[config.mk]
export PLATFORM = sky130hd
export DESIGN_NAME = spi_tx_fifo
export DESIGN_NICKNAME = d
export VERILOG_FILES = /design/src/rtl/spi_tx_fifo.sv
export SDC_FILE = /design/constraint.sdc
export NUM_CORES = 1
export LEC_CHECK = 0
export ABC_AREA = 1
export ABC_CLOCK_PERIOD_IN_PS = 2100
export BUFFER_PORTS_ARGS = -buffer_cell sky130_fd_sc_hd__buf_2
export CORE_ASPECT_RATIO = 1.1
export CORE_MARGIN = 2
export CORE_UTILIZATION = 45
export CTS_CLUSTER_SIZE = 12
export DETAILED_ROUTE_END_ITERATION = 10
export PLACE_DENSITY_LB_ADDON = 0.12
export SKIP_CTS_REPAIR_TIMING = 1
export SLEW_MARGIN = 20
export SYNTH_ARGS = -nofsm -noshare
export SYNTH_HDL_FRONTEND = slang
export SYNTH_SLANG_ARGS = --single-unit
export TNS_END_PERCENT = 50
[constraint.sdc]
create_clock -name clk -period 2.1 [get_ports clk]
set_input_delay 0.21 -clock clk [delete_from_list [all_inputs] [get_ports clk]]
set_output_delay 0.21 -clock clk [all_outputs]
set_load 0.03 [all_outputs]
[src/rtl/spi_tx_fifo.sv]
// spi_tx_fifo: host-written word FIFO that feeds the request/valid pull interface of an SPI endpoint.
// Reads have one cycle of latency. Every flag is registered and derived from the next-state word count.
module spi_tx_fifo #(
  parameter int data_width_g  = 8,
  parameter int depth_log2_g  = 4,
  parameter int almost_full_g = 14
) (
  input  logic                    clk,
  input  logic                    rst,
  input  logic                    wr_en,
  input  logic [data_width_g-1:0] wr_data,
  input  logic                    flush,
  output logic                    full,
  output logic                    almost_full,
  output logic                    overflow,
  output logic                    underflow,
  output logic [depth_log2_g:0]   used,
  input  logic                    fifo_req_data,
  output logic [data_width_g-1:0] fifo_din,
  output logic                    fifo_din_valid,
  output logic                    fifo_empty
);

  localparam int depth_c = 1 << depth_log2_g;
  localparam logic [depth_log2_g:0]   depth_cnt_c = (depth_log2_g+1)'(depth_c);
  localparam logic [depth_log2_g:0]   af_cnt_c    = (depth_log2_g+1)'(almost_full_g);
  localparam logic [depth_log2_g:0]   cnt_one_c   = (depth_log2_g+1)'(1);
  localparam logic [depth_log2_g-1:0] ptr_one_c   = depth_log2_g'(1);

  logic [data_width_g-1:0] mem_r [depth_c];
  logic [depth_log2_g-1:0] rd_ptr_r;
  logic [depth_log2_g-1:0] wr_ptr_r;
  logic [depth_log2_g:0]   used_r;
  logic [depth_log2_g:0]   used_nxt_s;
  logic [data_width_g-1:0] dout_r;
  logic                    valid_r;
  logic                    empty_r;
  logic                    full_r;
  logic                    af_r;
  logic                    ov_r;
  logic                    un_r;
  logic                    rd_ok_s;
  logic                    wr_ok_s;
  logic                    ov_s;
  logic                    un_s;

  // Qualify requests against the current flags and compute the next word count.
  // A write into a full FIFO is allowed when a read frees a slot in the same cycle.
  always_comb begin
    rd_ok_s    = 1'b0;
    wr_ok_s    = 1'b0;
    ov_s       = 1'b0;
    un_s       = 1'b0;
    used_nxt_s = used_r;
    if (flush) begin
      used_nxt_s = '0;
    end else begin
      rd_ok_s = fifo_req_data & ~empty_r;
      wr_ok_s = wr_en & (~full_r | rd_ok_s);
      ov_s    = wr_en & full_r & ~rd_ok_s;
      un_s    = fifo_req_data & empty_r;
      if (wr_ok_s && !rd_ok_s) begin
        used_nxt_s = used_r + cnt_one_c;
      end else if (rd_ok_s && !wr_ok_s) begin
        used_nxt_s = used_r - cnt_one_c;
      end else begin
        used_nxt_s = used_r;
      end
    end
  end

  // Storage array. Reset does not clear it.
  always_ff @(posedge clk) begin
    if (wr_ok_s && !rst) begin
      mem_r[wr_ptr_r] <= wr_data;
    end
  end

  // Pointers, read data, count and registered status flags.
  always_ff @(posedge clk) begin
    if (rst) begin
      rd_ptr_r <= '0;
      wr_ptr_r <= '0;
      used_r   <= '0;
      dout_r   <= '0;
      valid_r  <= 1'b0;
      empty_r  <= 1'b1;
      full_r   <= 1'b0;
      af_r     <= 1'b0;
      ov_r     <= 1'b0;
      un_r     <= 1'b0;
    end else begin
      if (flush) begin
        rd_ptr_r <= '0;
        wr_ptr_r <= '0;
      end else begin
        if (rd_ok_s) begin
          rd_ptr_r <= rd_ptr_r + ptr_one_c;
        end
        if (wr_ok_s) begin
          wr_ptr_r <= wr_ptr_r + ptr_one_c;
        end
      end
      // fifo_din keeps its last word whenever no read is granted.
      if (rd_ok_s) begin
        dout_r  <= mem_r[rd_ptr_r];
        valid_r <= 1'b1;
      end else begin
        valid_r <= 1'b0;
      end
      used_r  <= used_nxt_s;
      empty_r <= (used_nxt_s == '0);
      full_r  <= (used_nxt_s == depth_cnt_c);
      af_r    <= (used_nxt_s >= af_cnt_c);
      ov_r    <= ov_s;
      un_r    <= un_s;
    end
  end

  assign full           = full_r;
  assign almost_full    = af_r;
  assign overflow       = ov_r;
  assign underflow      = un_r;
  assign used           = used_r;
  assign fifo_din       = dout_r;
  assign fifo_din_valid = valid_r;
  assign fifo_empty     = empty_r;

endmodule

Yosys cells after proc, flatten, opt, wreduce, memory -nomap -nowiden
Memory sizes are Yosys's and may differ from the RTL's. A register that Yosys moved wholly into a read port is not among the register bits.
Index checks and enable logic that the tools add are counted.
{"block": "classes", "add_sub_neg": 4, "multipliers": 0, "div_mod_pow": 0, "n_lt_le_gt_ge": 1, "eq_ne": 1, "n_shift": 0, "n_mux": 8, "bitwise": 9, "n_reduce_logical": 8}
{"op": "5-bit two-way mux", "n": 3}
{"op": "4-bit by 1-bit adder with 4-bit output (second input constant)", "n": 2}
{"op": "5-bit by 1-bit adder with 5-bit output (second input constant)", "n": 1}
{"op": "1-bit bitwise AND", "n": 5}
{"op": "5-bit equality test (second input constant)", "n": 1}
{"op": "5-bit by 4-bit >= comparator with 1-bit output (second input constant)", "n": 1}
{"op": "5-bit logical NOT", "n": 1}
{"op": "1-bit two-way mux", "n": 5}
{"op": "5-bit by 1-bit subtractor with 5-bit output (second input constant)", "n": 1}
{"op": "1-bit logical AND", "n": 3}
{"op": "1-bit logical NOT", "n": 3}
{"op": "1-bit inverter", "n": 3}
{"op": "2-bit OR reduction", "n": 1}
{"op": "1-bit bitwise OR", "n": 1}
{"block": "word_totals", "regBits": 19, "latchBits": 0, "ramBits": 128, "rom_bits": 0, "in_bits": 13, "output_inout_bits": 19, "word_cells": 41, "n_memories": 1}
{"memory": "mem_r", "words": 16, "width": 8, "rd": 1, "rd_ports_with_merged_regs": 1, "write_ports": 1, "line_no": "30", "text": "logic [data_width_g-1:0] mem_r [depth_c];"}

Depth between registers and ports, before layout
{"block": "depth", "ltp_word": 10, "mapped_depth": 11, "depth_no_buf": 11}

Worst setup path before layout
OpenSTA, ideal clock, no wires.
{"block": "synth_path", "kind": "reg-to-reg", "startpoint": "register empty_r, in the netlist fifo_empty", "endpoint": "memory mem_r[0][0] (enable)", "setup_time_ns": 0.370, "arrival_ns": 1.626, "required_ns": 1.730, "setup_slack_ns": 0.104, "stages_incl_launch_ff": 9, "path_buffers": 1, "synth_period_minus_slack_ns": 1.996, "path_cell_list": "dfxtp_1 inv_1 nand2_1 buf_4 a21oi_2 nand2_1 nor2_2 nand2_1 nor2_1"}
{"block": "synth_between", "elab_chain_cells": 8}
{"element": "start, declared", "line_no": "37", "text": "logic empty_r;"}
{"element": "start signal, assigned", "line_no": "112", "text": "empty_r <= (used_nxt_s == '0);"}
{"element": "1-bit inverter", "line_no": "58", "text": "rd_ok_s = fifo_req_data & ~empty_r;"}
{"element": "1-bit bitwise AND", "line_no": "58"}
{"element": "1-bit bitwise OR", "line_no": "59", "text": "wr_ok_s = wr_en & (~full_r | rd_ok_s);"}
{"element": "1-bit bitwise AND", "line_no": "59"}
{"element": "1-bit two-way mux", "line_no": "55", "text": "if (flush) begin"}
{"element": "1-bit logical AND", "line_no": "74", "text": "if (wr_ok_s && !rst) begin"}
{"element": "1-bit two-way mux", "line_no": "74"}
{"element": "1-bit two-way mux (not written as such)", "line_no": "75", "text": "mem_r[wr_ptr_r] <= wr_data;"}
{"element": "end, declared", "line_no": "30"}
Every way passes these cells.

Worst setup path in the final report
{"block": "layout_path", "startpoint": "register empty_r, in the netlist fifo_empty", "endpoint": "memory mem_r[1][4] (enable)"}
Same word-level chain as after synthesis.

==> run_results.csv <==
group,metric,value,unit
cells_and_area,fin_cells,812,
floorplanning,design.die.area,0.0152,mm²
clocking,path_clk_slew,60,ps
cells_and_area,area_growth,16.0,%
run,maxCapViolCount,0,
setup_path,path_buf_inv,2,
drt,wl_per_cell,19.0,µm
setup_path,startpoint,"fifo_empty$_SDFF_PP1_",
setup_path,start_kind,"register",
pwr,fin_total_pwr,0.00669,W
sta,tns,0,ps
setup_path,worstPathRequired,2230,ps
setup_path,worstSetupPathType,"reg -> reg",
drt,drt-total-wl,15400,µm
setup_path,crit_path_frequent_cell,"nand2_1",
drt,first_pass_iters,4,
cells_and_area,stdcell_area,0.00741,mm²
logic_synthesis,synth_seq_cells,155,
setup_path,crit_family,"simple AND/OR/NAND/NOR gates",
cells_and_area,layout-drive-gt1-share,14.9,%
grt,grt_pass1_vias,4355,
placement,gp_congestion,0.789,
grt,antenna_found_initial,0,
drt,antenna_left,0,
grt,grt_pass1_wl,24100,µm
hold_path,min_from,"fifo_req_data",
placement,post_dp_cell_area,0.00683,mm²
logic_synthesis,synth_edf_count,128,
logic_synthesis,ys_warn_count,0,
run_status,outcome,"complete, no violations",
logic_synthesis,synth_area_leader_cell,"edfxtp_1",
placement,dp_cells,781,
drt,dr_total_vias,4321,
logic_synthesis,netlist_instances,565,
grt,grt_max_degree,49,
logic_synthesis,synthArstFlopShare,0,%
pwr,ir_worst_vdd,523,µV
logic_synthesis,synth-main-ff-cell,"edfxtp_1",
clocking,cts_buffer_depth,2,
sta,hold_ws,41.0,ps
logic_synthesis,synth_cell_types,29,
logic_synthesis,synthesis.area,0.00639,mm²
logic_synthesis,synth_nets,585,
hold_path,hold_depth,3,
setup_path,r2r_start,"fifo_empty$_SDFF_PP1_",
setup_path,crit_chain,"inv_1, nand2_1, a21oi_2, nand2_1, nor2_2, nand2_1, nor2_1, buf_4",
drt,first_iter_violations,398,
placement,hpwl,9960,µm
setup_path,critPathMaxStageDelay,320,ps
sta,rsz0062_at_grt,"false",
clocking,root_buffer,"clkbuf_16",
setup_path,r2r_slack,290,ps
sta,clock_skew,9.52,ps
placement,io_buffer_count,31,
floorplanning,num_io_pins,32,
hold_path,hp-class,"in -> reg",
pwr,leakagePower,2.65,nW
cells_and_area,diodes,0,
sta,slew_viol_final,0,
logic_synthesis,ys_top_cells_by_area,"edfxtp_1, dfxtp_1, nor2_1, o21ai_0, o211ai_1",
sta,max_freq,552,MHz
logic_synthesis,syn_area_per_cell,11.3,µm²
setup_path,rr_worst_depth,8,
sta,finalCriticalPeriod,1810,ps
setup_path,reg2reg_to,"mem_r[1][4]$_DFFE_PP_",
clocking,cts_tree,"built",
grt,track_usage,21.6,%
logic_synthesis,synth_top_area_share,60.1,%
setup_path,critPathArrivalTime,1940,ps
clocking,h-tree-depth,4,
pwr,p_per_area,903,mW/mm²
floorplanning,rows,45,
clocking,clock_latency,430,ps
drt,vias_per_cell,5.32,
sta,final.period_utilization,86.3,%
hold_path,min_to,"underflow$_SDFF_PP0_",
sta,relSlewSlack,61.8,%
clocking,cts.sinks,155,
floorplanning,core,0.0139,mm²
floorplanning,start_util,46.2,%
sta,finalSetupViolCount,0,
logic_synthesis,synth_seq_area_share,68.6,%
clocking,cts_buffers,17,
floorplanning,die_h,129,µm
setup_path,crit_path_end_kind,"register",
sta,hold_violations,0,
floorplanning,die_w,118,µm
drt,drc_errors,0,
grt,grt_overflow,0,
setup_path,worstPathMaxFanout,8,
cells_and_area,final_nets,632,
setup_path,slowest_stage,"dfxtp_1",
sta,worst_slew_pin_slew,571,ps
-- power by group --
group,internal [W],leakage [nW],total (W),switching (W)
clock network,0.00184,0.271,0.00300,0.00116
logic,0.0000894,1.01,0.000327,0.000238
registers,0.00335,1.37,0.00337,0.0000172
total,0.00528,2.65,0.00669,0.00142
-- cell usage in the layout, fill, tap and decap left out, types with 3 or more instances in the layout --
| cell | instances |
|---|---|
| edfxtp_1 | 128 |
| nor2_1 | 127 |
| o21ai_0 | 68 |
| nand2_1 | 43 |
| nand3_1 | 38 |
| o211ai_1 | 32 |
| buf_2 | 31 |
| inv_1 | 30 |
| dfxtp_1 | 26 |
| buf_4 | 24 |
| clkbuf_16 | 17 |
| o21a_1 | 8 |
| a21oi_1 | 7 |
| ha_1 | 7 |
| clkinvlp_4 | 5 |
| clkinv_1 | 4 |
| o21ai_1 | 4 |
| clkinv_2 | 4 |
| nand4_1 | 3 |
| bufinv_16 | 3 |
-- worst max-delay path by stage --
stage | endpoint | depth (start not counted)
floorplan | mem_r[0][0]$_DFFE_PP_ | 8
detailed placement | mem_r[1][6]$_DFFE_PP_ | 8
finish | mem_r[1][4]$_DFFE_PP_ | 8
global placement | mem_r[4][0]$_DFFE_PP_ | 8
CTS | mem_r[4][7]$_DFFE_PP_ | 8
global route | mem_r[1][6]$_DFFE_PP_ | 8
-- synthesized netlist by cell type (all sizes together), types with 3 or more instances --
library cell and count:
a21oi 8, buf 17, clkbuf 11, dfxtp 27, edfxtp 128, ha 7, inv 32, nand2 43
nand3 39, nand4 3, nor2 129, o211ai 32, o21a 8, o21ai 72
-- area by class of cell --
cell class | count | area, µm²
flip-flops and latches | 155 | 4390
clock buffers | 17 | 425
clock inverters | 14 | 155
inverters | 34 | 128
repair buffers | 56 | 355
fillers | 1234 | 6440
multi-input cells | 348 | 1730
well taps | 188 | 235
-- per-stage QoR --
stage                     utilization (%)  setup WS (ps)
final                                53.5            287
after global routing                 53.5            109
after CTS                            53.5            288
after detailed placement             49.3            298
after global placement               49.3            375
after floorplan                         -            104
-- worst reg2reg max path, cell delays in order (launching register included) --
cell and delay, ps:
dfxtp_1 320, inv_1 70, nand2_1 70, a21oi_2 140, nand2_1 160, nor2_2 180, nand2_1 240, nor2_1 160
buf_4 190
-- sequential cells by signal, indices dropped and copies added, names as in the netlist --
signal	flops
rd_ptr_r	4
used	5
almost_full	1
mem_r	128
full	1
overflow	1
wr_ptr_r	4
fifo_din	8
fifo_empty	1
fifo_din_valid	1
underflow	1
-- metal layers --
layer  up-vias  GRT usage [%]  wire, µm
li1       2083              -         -
met3        25           5.32       759
met4         0           8.79       415
met5         -              0         0
met2       123           35.1      7320
met1      2090           28.1      6930
-- cells by family after synthesis --
family | after synthesis | share of synthesized area, %
simple gates | 219 | 14.4
compound gates | 120 | 11.0
fa+ha+maj | 7 | 1.37
flops | 155 | 68.6
buf+inv | 62 | 4.35
xor+xnor | 2 | 0.274
Note: power is estimated with default switching activity, not from simulation.
